File: src/rtl/mem_port_arbiter_if.sv
// Fetch, load/store, memory-side and status signals of the memory port arbiter.
interface mem_port_arbiter_if #(
    parameter int unsigned DATA_WIDTH = 32
);
    logic                  if_req;
    logic [DATA_WIDTH-1:0] if_addr;
    logic [DATA_WIDTH-1:0] if_rdata;
    logic                  if_done;

    logic                  ls_req;
    logic                  ls_we;
    logic [DATA_WIDTH-1:0] ls_addr;
    logic [DATA_WIDTH-1:0] ls_wdata;
    logic [3:0]            ls_byte_slct;
    logic [DATA_WIDTH-1:0] ls_rdata;
    logic                  ls_done;

    logic                  mem_en;
    logic                  mem_we;
    logic [DATA_WIDTH-1:0] mem_addr;
    logic [DATA_WIDTH-1:0] mem_wdata;
    logic [3:0]            mem_byte_slct;
    logic [DATA_WIDTH-1:0] mem_rdata;
    logic                  mem_ready;

    logic                  stall_if;
    logic                  stall_mem;
    logic                  bus_err;

    // Arbiter side
    modport master (
        input  if_req, if_addr,
        input  ls_req, ls_we, ls_addr, ls_wdata, ls_byte_slct,
        input  mem_rdata, mem_ready,
        output if_rdata, if_done, ls_rdata, ls_done,
        output mem_en, mem_we, mem_addr, mem_wdata, mem_byte_slct,
        output stall_if, stall_mem, bus_err
    );

    // Requester and memory side
    modport slave (
        output if_req, if_addr,
        output ls_req, ls_we, ls_addr, ls_wdata, ls_byte_slct,
        output mem_rdata, mem_ready,
        input  if_rdata, if_done, ls_rdata, ls_done,
        input  mem_en, mem_we, mem_addr, mem_wdata, mem_byte_slct,
        input  stall_if, stall_mem, bus_err
    );
endinterface

File: src/rtl/mem_port_arbiter.sv
// Shares a single memory port between instruction fetch and load/store,
// with load/store priority bounded by a fetch-starvation streak and an access timeout.
module mem_port_arbiter #(
    parameter int unsigned DATA_WIDTH    = 32,
    parameter int unsigned LS_STREAK_MAX = 4,
    parameter int unsigned TIMEOUT       = 16
) (
    input  logic               clk,
    input  logic               rst,
    mem_port_arbiter_if.master bus
);
    localparam int unsigned STREAK_W = $clog2(LS_STREAK_MAX + 1);
    localparam int unsigned CNT_W    = $clog2(TIMEOUT + 1);

    typedef enum logic [1:0] {IDLE, IF_ACC, LS_ACC, DONE} state_t;

    typedef struct packed {
        logic                  we;
        logic [DATA_WIDTH-1:0] addr;
        logic [DATA_WIDTH-1:0] wdata;
        logic [3:0]            byte_slct;
    } mem_cmd_t;

    state_t                state_q, state_d;
    logic [STREAK_W-1:0]   streak_q, streak_d;
    logic [CNT_W-1:0]      cnt_q, cnt_d;
    mem_cmd_t              cmd_q, cmd_d;
    logic                  mem_en_q, mem_en_d;
    logic [DATA_WIDTH-1:0] if_rdata_q, if_rdata_d;
    logic [DATA_WIDTH-1:0] ls_rdata_q, ls_rdata_d;
    logic                  if_done_q, if_done_d;
    logic                  ls_done_q, ls_done_d;
    logic                  bus_err_q, bus_err_d;
    logic [DATA_WIDTH-1:0] rd_data;

    // Next-state, grant, access tracking and completion capture
    always_comb begin
        state_d    = state_q;
        streak_d   = streak_q;
        cnt_d      = cnt_q;
        cmd_d      = cmd_q;
        mem_en_d   = mem_en_q;
        if_rdata_d = if_rdata_q;
        ls_rdata_d = ls_rdata_q;
        if_done_d  = 1'b0;
        ls_done_d  = 1'b0;
        bus_err_d  = 1'b0;
        rd_data    = '0;

        case (state_q)
            IDLE: begin
                if (bus.if_req && (!bus.ls_req || streak_q == STREAK_W'(LS_STREAK_MAX))) begin
                    state_d         = IF_ACC;
                    streak_d        = '0;
                    cnt_d           = '0;
                    mem_en_d        = 1'b1;
                    cmd_d.we        = 1'b0;
                    cmd_d.addr      = bus.if_addr;
                    cmd_d.wdata     = '0;
                    cmd_d.byte_slct = 4'b1111;
                end else if (bus.ls_req) begin
                    state_d         = LS_ACC;
                    cnt_d           = '0;
                    mem_en_d        = 1'b1;
                    cmd_d.we        = bus.ls_we;
                    cmd_d.addr      = bus.ls_addr;
                    cmd_d.wdata     = bus.ls_wdata;
                    cmd_d.byte_slct = bus.ls_byte_slct;
                    if (!bus.if_req) begin
                        streak_d = '0;
                    end else if (streak_q != STREAK_W'(LS_STREAK_MAX)) begin
                        streak_d = streak_q + STREAK_W'(1);
                    end
                end
            end
            IF_ACC, LS_ACC: begin
                // mem_ready wins over a timeout landing in the same cycle
                if (bus.mem_ready || cnt_q == CNT_W'(TIMEOUT - 1)) begin
                    state_d   = DONE;
                    mem_en_d  = 1'b0;
                    cmd_d     = '0;
                    bus_err_d = !bus.mem_ready;
                    rd_data   = (bus.mem_ready && !cmd_q.we) ? bus.mem_rdata : '0;
                    if (state_q == IF_ACC) begin
                        if_rdata_d = rd_data;
                        if_done_d  = 1'b1;
                    end else begin
                        ls_rdata_d = rd_data;
                        ls_done_d  = 1'b1;
                    end
                end else begin
                    cnt_d = cnt_q + CNT_W'(1);
                end
            end
            DONE: begin
                state_d = IDLE;
            end
            default: begin
                state_d = IDLE;
            end
        endcase
    end

    // State and registered outputs; reset aborts any access in flight
    always_ff @(posedge clk or negedge rst) begin
        if (!rst) begin
            state_q    <= IDLE;
            streak_q   <= '0;
            cnt_q      <= '0;
            cmd_q      <= '0;
            mem_en_q   <= 1'b0;
            if_rdata_q <= '0;
            ls_rdata_q <= '0;
            if_done_q  <= 1'b0;
            ls_done_q  <= 1'b0;
            bus_err_q  <= 1'b0;
        end else begin
            state_q    <= state_d;
            streak_q   <= streak_d;
            cnt_q      <= cnt_d;
            cmd_q      <= cmd_d;
            mem_en_q   <= mem_en_d;
            if_rdata_q <= if_rdata_d;
            ls_rdata_q <= ls_rdata_d;
            if_done_q  <= if_done_d;
            ls_done_q  <= ls_done_d;
            bus_err_q  <= bus_err_d;
        end
    end

    assign bus.mem_en        = mem_en_q;
    assign bus.mem_we        = cmd_q.we;
    assign bus.mem_addr      = cmd_q.addr;
    assign bus.mem_wdata     = cmd_q.wdata;
    assign bus.mem_byte_slct = cmd_q.byte_slct;
    assign bus.if_rdata      = if_rdata_q;
    assign bus.ls_rdata      = ls_rdata_q;
    assign bus.if_done       = if_done_q;
    assign bus.ls_done       = ls_done_q;
    assign bus.bus_err       = bus_err_q;
    assign bus.stall_if      = bus.if_req & ~if_done_q;
    assign bus.stall_mem     = bus.ls_req & ~ls_done_q;
endmodule

File: src/flat_wrapper.sv
// flat-port wrapper written by rule: the top's interface ports become plain ports
module mem_port_arbiter_flat 
#(
    parameter int unsigned DATA_WIDTH    = 32,
    parameter int unsigned LS_STREAK_MAX = 4,
    parameter int unsigned TIMEOUT       = 16
)
  (clk, rst, bus_if_req, bus_if_addr, bus_ls_req, bus_ls_we, bus_ls_addr, bus_ls_wdata, bus_ls_byte_slct, bus_mem_rdata, bus_mem_ready, bus_if_rdata, bus_if_done, bus_ls_rdata, bus_ls_done, bus_mem_en, bus_mem_we, bus_mem_addr, bus_mem_wdata, bus_mem_byte_slct, bus_stall_if, bus_stall_mem, bus_bus_err);
  mem_port_arbiter_if #(.DATA_WIDTH(DATA_WIDTH)) bus_i ();
  input  logic clk;
  input  logic rst;
  input wire logic [$bits(bus_i.if_req)-1:0] bus_if_req;
  input wire logic [$bits(bus_i.if_addr)-1:0] bus_if_addr;
  input wire logic [$bits(bus_i.ls_req)-1:0] bus_ls_req;
  input wire logic [$bits(bus_i.ls_we)-1:0] bus_ls_we;
  input wire logic [$bits(bus_i.ls_addr)-1:0] bus_ls_addr;
  input wire logic [$bits(bus_i.ls_wdata)-1:0] bus_ls_wdata;
  input wire logic [$bits(bus_i.ls_byte_slct)-1:0] bus_ls_byte_slct;
  input wire logic [$bits(bus_i.mem_rdata)-1:0] bus_mem_rdata;
  input wire logic [$bits(bus_i.mem_ready)-1:0] bus_mem_ready;
  output wire logic [$bits(bus_i.if_rdata)-1:0] bus_if_rdata;
  output wire logic [$bits(bus_i.if_done)-1:0] bus_if_done;
  output wire logic [$bits(bus_i.ls_rdata)-1:0] bus_ls_rdata;
  output wire logic [$bits(bus_i.ls_done)-1:0] bus_ls_done;
  output wire logic [$bits(bus_i.mem_en)-1:0] bus_mem_en;
  output wire logic [$bits(bus_i.mem_we)-1:0] bus_mem_we;
  output wire logic [$bits(bus_i.mem_addr)-1:0] bus_mem_addr;
  output wire logic [$bits(bus_i.mem_wdata)-1:0] bus_mem_wdata;
  output wire logic [$bits(bus_i.mem_byte_slct)-1:0] bus_mem_byte_slct;
  output wire logic [$bits(bus_i.stall_if)-1:0] bus_stall_if;
  output wire logic [$bits(bus_i.stall_mem)-1:0] bus_stall_mem;
  output wire logic [$bits(bus_i.bus_err)-1:0] bus_bus_err;
  assign bus_i.if_req = bus_if_req;
  assign bus_i.if_addr = bus_if_addr;
  assign bus_i.ls_req = bus_ls_req;
  assign bus_i.ls_we = bus_ls_we;
  assign bus_i.ls_addr = bus_ls_addr;
  assign bus_i.ls_wdata = bus_ls_wdata;
  assign bus_i.ls_byte_slct = bus_ls_byte_slct;
  assign bus_i.mem_rdata = bus_mem_rdata;
  assign bus_i.mem_ready = bus_mem_ready;
  assign bus_if_rdata = bus_i.if_rdata;
  assign bus_if_done = bus_i.if_done;
  assign bus_ls_rdata = bus_i.ls_rdata;
  assign bus_ls_done = bus_i.ls_done;
  assign bus_mem_en = bus_i.mem_en;
  assign bus_mem_we = bus_i.mem_we;
  assign bus_mem_addr = bus_i.mem_addr;
  assign bus_mem_wdata = bus_i.mem_wdata;
  assign bus_mem_byte_slct = bus_i.mem_byte_slct;
  assign bus_stall_if = bus_i.stall_if;
  assign bus_stall_mem = bus_i.stall_mem;
  assign bus_bus_err = bus_i.bus_err;
  mem_port_arbiter #(.DATA_WIDTH(DATA_WIDTH), .LS_STREAK_MAX(LS_STREAK_MAX), .TIMEOUT(TIMEOUT)) u_core (.clk(clk), .rst(rst), .bus(bus_i));
endmodule
File: config.mk
export PLATFORM = sky130hd
export DESIGN_NAME = mem_port_arbiter_flat
export DESIGN_NICKNAME = d
export VERILOG_FILES = /design/src/rtl/mem_port_arbiter_if.sv /design/src/rtl/mem_port_arbiter.sv /design/src/flat_wrapper.sv
export SDC_FILE = /design/constraint.sdc
export NUM_CORES = 1
export LEC_CHECK = 0
export ABC_CLOCK_PERIOD_IN_PS = 2600
export CORE_MARGIN = 1.5
export CORE_UTILIZATION = 40
export DETAILED_ROUTE_END_ITERATION = 8
export GPL_ROUTABILITY_DRIVEN = 1
export GPL_TIMING_DRIVEN = 0
export PLACE_DENSITY_LB_ADDON = 0.25
export SLEW_MARGIN = 15
export SYNTH_ARGS = -nofsm -noshare
export SYNTH_HDL_FRONTEND = slang
export SYNTH_SLANG_ARGS = --single-unit
File: constraint.sdc
create_clock -name clk -period 2.6 [get_ports clk]
set_input_delay 0.52 -clock clk [delete_from_list [all_inputs] [get_ports clk]]
set_output_delay 0.52 -clock clk [all_outputs]
set_load 0.03 [all_outputs]
==> out/qor.yml <==
p_seq_share_pct: 30.1
clockRootBuffer: "clkbuf_16"
synthesis.area_um2: 6250
die-area_um2: 16400
track_usage_pct: 23.7
path_cells: "buf_4 > buf_2 > nor2b_1 > clkdlybuf4s50_1"
synth_most_common_cell: "nand2_1"
vias_per_cell: 5.11
worstSetupPathType: "primary input to output pin"
pwr-share-clk_pct: 18.4
placement.setup.worst_slack_ns: -0.279
multi_input_comb_area_um2: 2260
cts_buffers: 17
grt_pass1_vias: 5702
switching_power_uw: 5180
setup_tns_ns: 0
irDropWorstVdd_mv: 0.572
clock_path_buffers: 2
synth-edff-count: 0
core_region_area_um2: 15300
critical_path_arrival_ns: 1.96
rows: 45
power-per-cell-area_nw_per_um2: 1260
routed-via-count: 5730
avgRoutedWirePerCell_um: 17.2
cts_sinks: 147
finalClockSkew_ns: 0.00841
num_io_pins: 277
final_util_pct: 64.4
synthesis.nets: 753
yosysWarnings: 0
area_growth_pct: 57.3
async_reset_ff_share_pct: 100
ys_types: 37
crit_family: "buffers and inverters"
ys_top_cells_by_area: "dfrtp_1, nand2_1, a22o_1, o21ai_0, o22ai_1"
final_net_count: 1045
antenna_found_initial: 0
tightest_slew_ns: 0.674
worst_path_max_delay_cell: "clkdlybuf4s50_1"
drtPass1Iterations: 4
ys_top_cells_by_count: "nand2_1, dfrtp_1, o21ai_0"
place_congestion: 0.789
grt-ovfl-total: 0
dp_hpwl_mm: 14.3
grt_start_max_net_pins: 80
outcome: "complete, no violations"
ant_nets: 0
finalSetupViolations: 0
die_h_um: 128
cp_max_fo: 15
ys.flop_type: "dfrtp_1"
startpoint_type: "primary input"
hold_path.class: "primary input to asynchronous set/reset pin"
r2r_slack_ns: 0.29
period_minus_slack_ns: 2.48
maxCapViolations: 0
synth.top_cell.area_share_pct: 58.8
post_cts_buffers: 0
final_layout_size_suffix_gt1_share_pct: 6.48
n_antenna_cell: 0
syn_inst: 608
finalHoldViolations: 0
cp-end-kind: "output pin"
clkTransAtPathRegs_ns: 0.05
fill_cells: 1280
start_util_pct: 41.0
rr_endpoint: "u_core.bus.if_rdata[14]$_DFFE_PN0P_"
cts_hold_buf: 0
cts_tree: "built"
fin_crit_sh_pct: 95.3
rr_worst_depth: 8
totalWireLength_mm: 19.3
rsz0062_at_grt: "no"
die_x_um: 128
crit_required_ns: 2.08
finalWorstSetupSlack_ns: 0.123
combPwrFrac_pct: 51.5
sw_frac_of_total_pct: 42.0
fmax_ghz: 0.404
leakage_uw: 0.00432
insertion_delay_ns: 0.42
htreeDepth: 4
power.internal_uw: 7160
regArea_um2: 3680
grt_pass1_wl_mm: 29.8
drt-initial-drc-count: 307
synth_seq_area_share_pct: 58.8
yosysTopAreaCell: "dfrtp_1"
maxSlewViolCount: 0
portBuffers: 274
worst-path-buf-inv: 3
r2r_start: "u_core.cnt_q[0]$_DFFE_PN0P_"
power_uw: 12300
maxSlewHeadroom_pct: 55.0
drc: 0
max_stage_delay_ns: 0.71
avgSynthCellArea_um2: 10.3
ys_ff_latch: 147
## state kept, by name, summed over array words and instances, names as in the netlist
register and flops:
u_core.bus.if_rdata 32, u_core.bus.ls_rdata 32, u_core.bus.mem_addr 32, u_core.bus.mem_wdata 32, u_core.cnt_q 5, u_core.bus.mem_byte_slct 4
u_core.streak_q 3, u_core.state_q 2, u_core.bus.bus_err 1, u_core.bus.if_done 1, u_core.bus.ls_done 1, u_core.bus.mem_en 1
u_core.bus.mem_we 1
## layer usage
metal	routed length, um	GRT usage, %
met4	391	8.72
met1	8260	29.7
met5	0	0
met2	9160	38.8
met3	1500	7.30
## stage by stage
| step | hold slack [ns] | cell area [um^2] | std cells |
|---|---|---|---|
| after global routing | 0.0893 | 9830 | 1121 |
| final | 0.0457 | 9830 | 1121 |
| after detailed placement | 0.469 | 9290 | 1094 |
| after floorplan | 0.224 | 6250 | 608 |
| after global placement | 0.460 | 9260 | 1093 |
| after CTS | 0.0610 | 9830 | 1122 |
## cells by family (layout without fill, tap and decap cells)
kind of cell               Yosys count  count (layout)  share of synthesized area [%]
DFF                                147             147                           58.8
adders and majority gates            7               7                           1.40
and+or+nand+nor                    190             190                           12.6
AOI/OAI and AO/OA                  201             201                           21.8
buffers and inverters               62             364                           5.14
muxes                                1               1                          0.160
## power groups by stage
stage / registers (uW) / logic [uW] / clock network, uW
finish: 3710 / 6360 / 2270
global route: 3810 / 6770 / 2400
CTS: 3710 / 6400 / 2310
detailed placement: 3720 / 6410 / 0
global placement: 3720 / 6310 / 0
floorplan: 5330 / 2070 / 0
## cells in the final DEF (no fill, tap or decap), types with 7 or more instances in the layout
| master | netlist | final |
|---|---|---|
| a22o_1 | 68 | 68 |
| buf_2 | 11 | 11 |
| buf_6 | 9 | 9 |
| clkbuf_1 | 28 | 28 |
| clkbuf_16 | 0 | 17 |
| clkdlybuf4s50_1 | 0 | 273 |
| dfrtp_1 | 147 | 147 |
| ha_1 | 7 | 7 |
| inv_1 | 9 | 9 |
| nand2_1 | 165 | 165 |
| o21ai_0 | 76 | 76 |
| o22ai_1 | 33 | 33 |
## worst reg2reg max path, cell delays in order (launching register included)
cell      delay [ns]
dfrtp_1         0.42
ha_1            0.24
and3_1          0.19
ha_1            0.18
buf_2           0.17
o21ai_2         0.36
clkbuf_1        0.45
nand2_1         0.13
o21ai_0         0.10
## final cells by class
cell class	count	area share [%]
inverter	9	0.344
clock buffer	20	4.65
tap	211	2.69
sequential	147	37.4
timing repair buffer	275	28.2
clock inverter	9	0.853
multi-input combinational	399	23.0
buffer	51	2.85
## worst max-delay path by stage
stage / cells past startpoint / slack (ns) / start / end
2_1_floorplan: 4 / 0.50 / bus_ls_req / bus_stall_mem
3_3_place_gp: 1 / -4.91 / rst / u_core.bus.mem_wdata[19]$_DFFE_PN0P_
3_5_place_dp: 5 / -0.28 / bus_ls_req / bus_stall_mem
4_1_cts: 5 / 0.01 / bus_if_req / bus_stall_if
5_1_grt: 4 / 0.04 / bus_ls_req / bus_stall_mem
6_report: 4 / 0.12 / bus_ls_req / bus_stall_mem
## timing repair
| action | 4_1_cts | 5_1_grt |
|---|---|---|
| pin swaps | 0 | 0 |
| endpoints found under the setup margin | 1 | 61 |
| gates resized for setup | 0 | 2 |
| hold endpoints to repair | 0 | 0 |
Power figures use the tool's default switching activity.
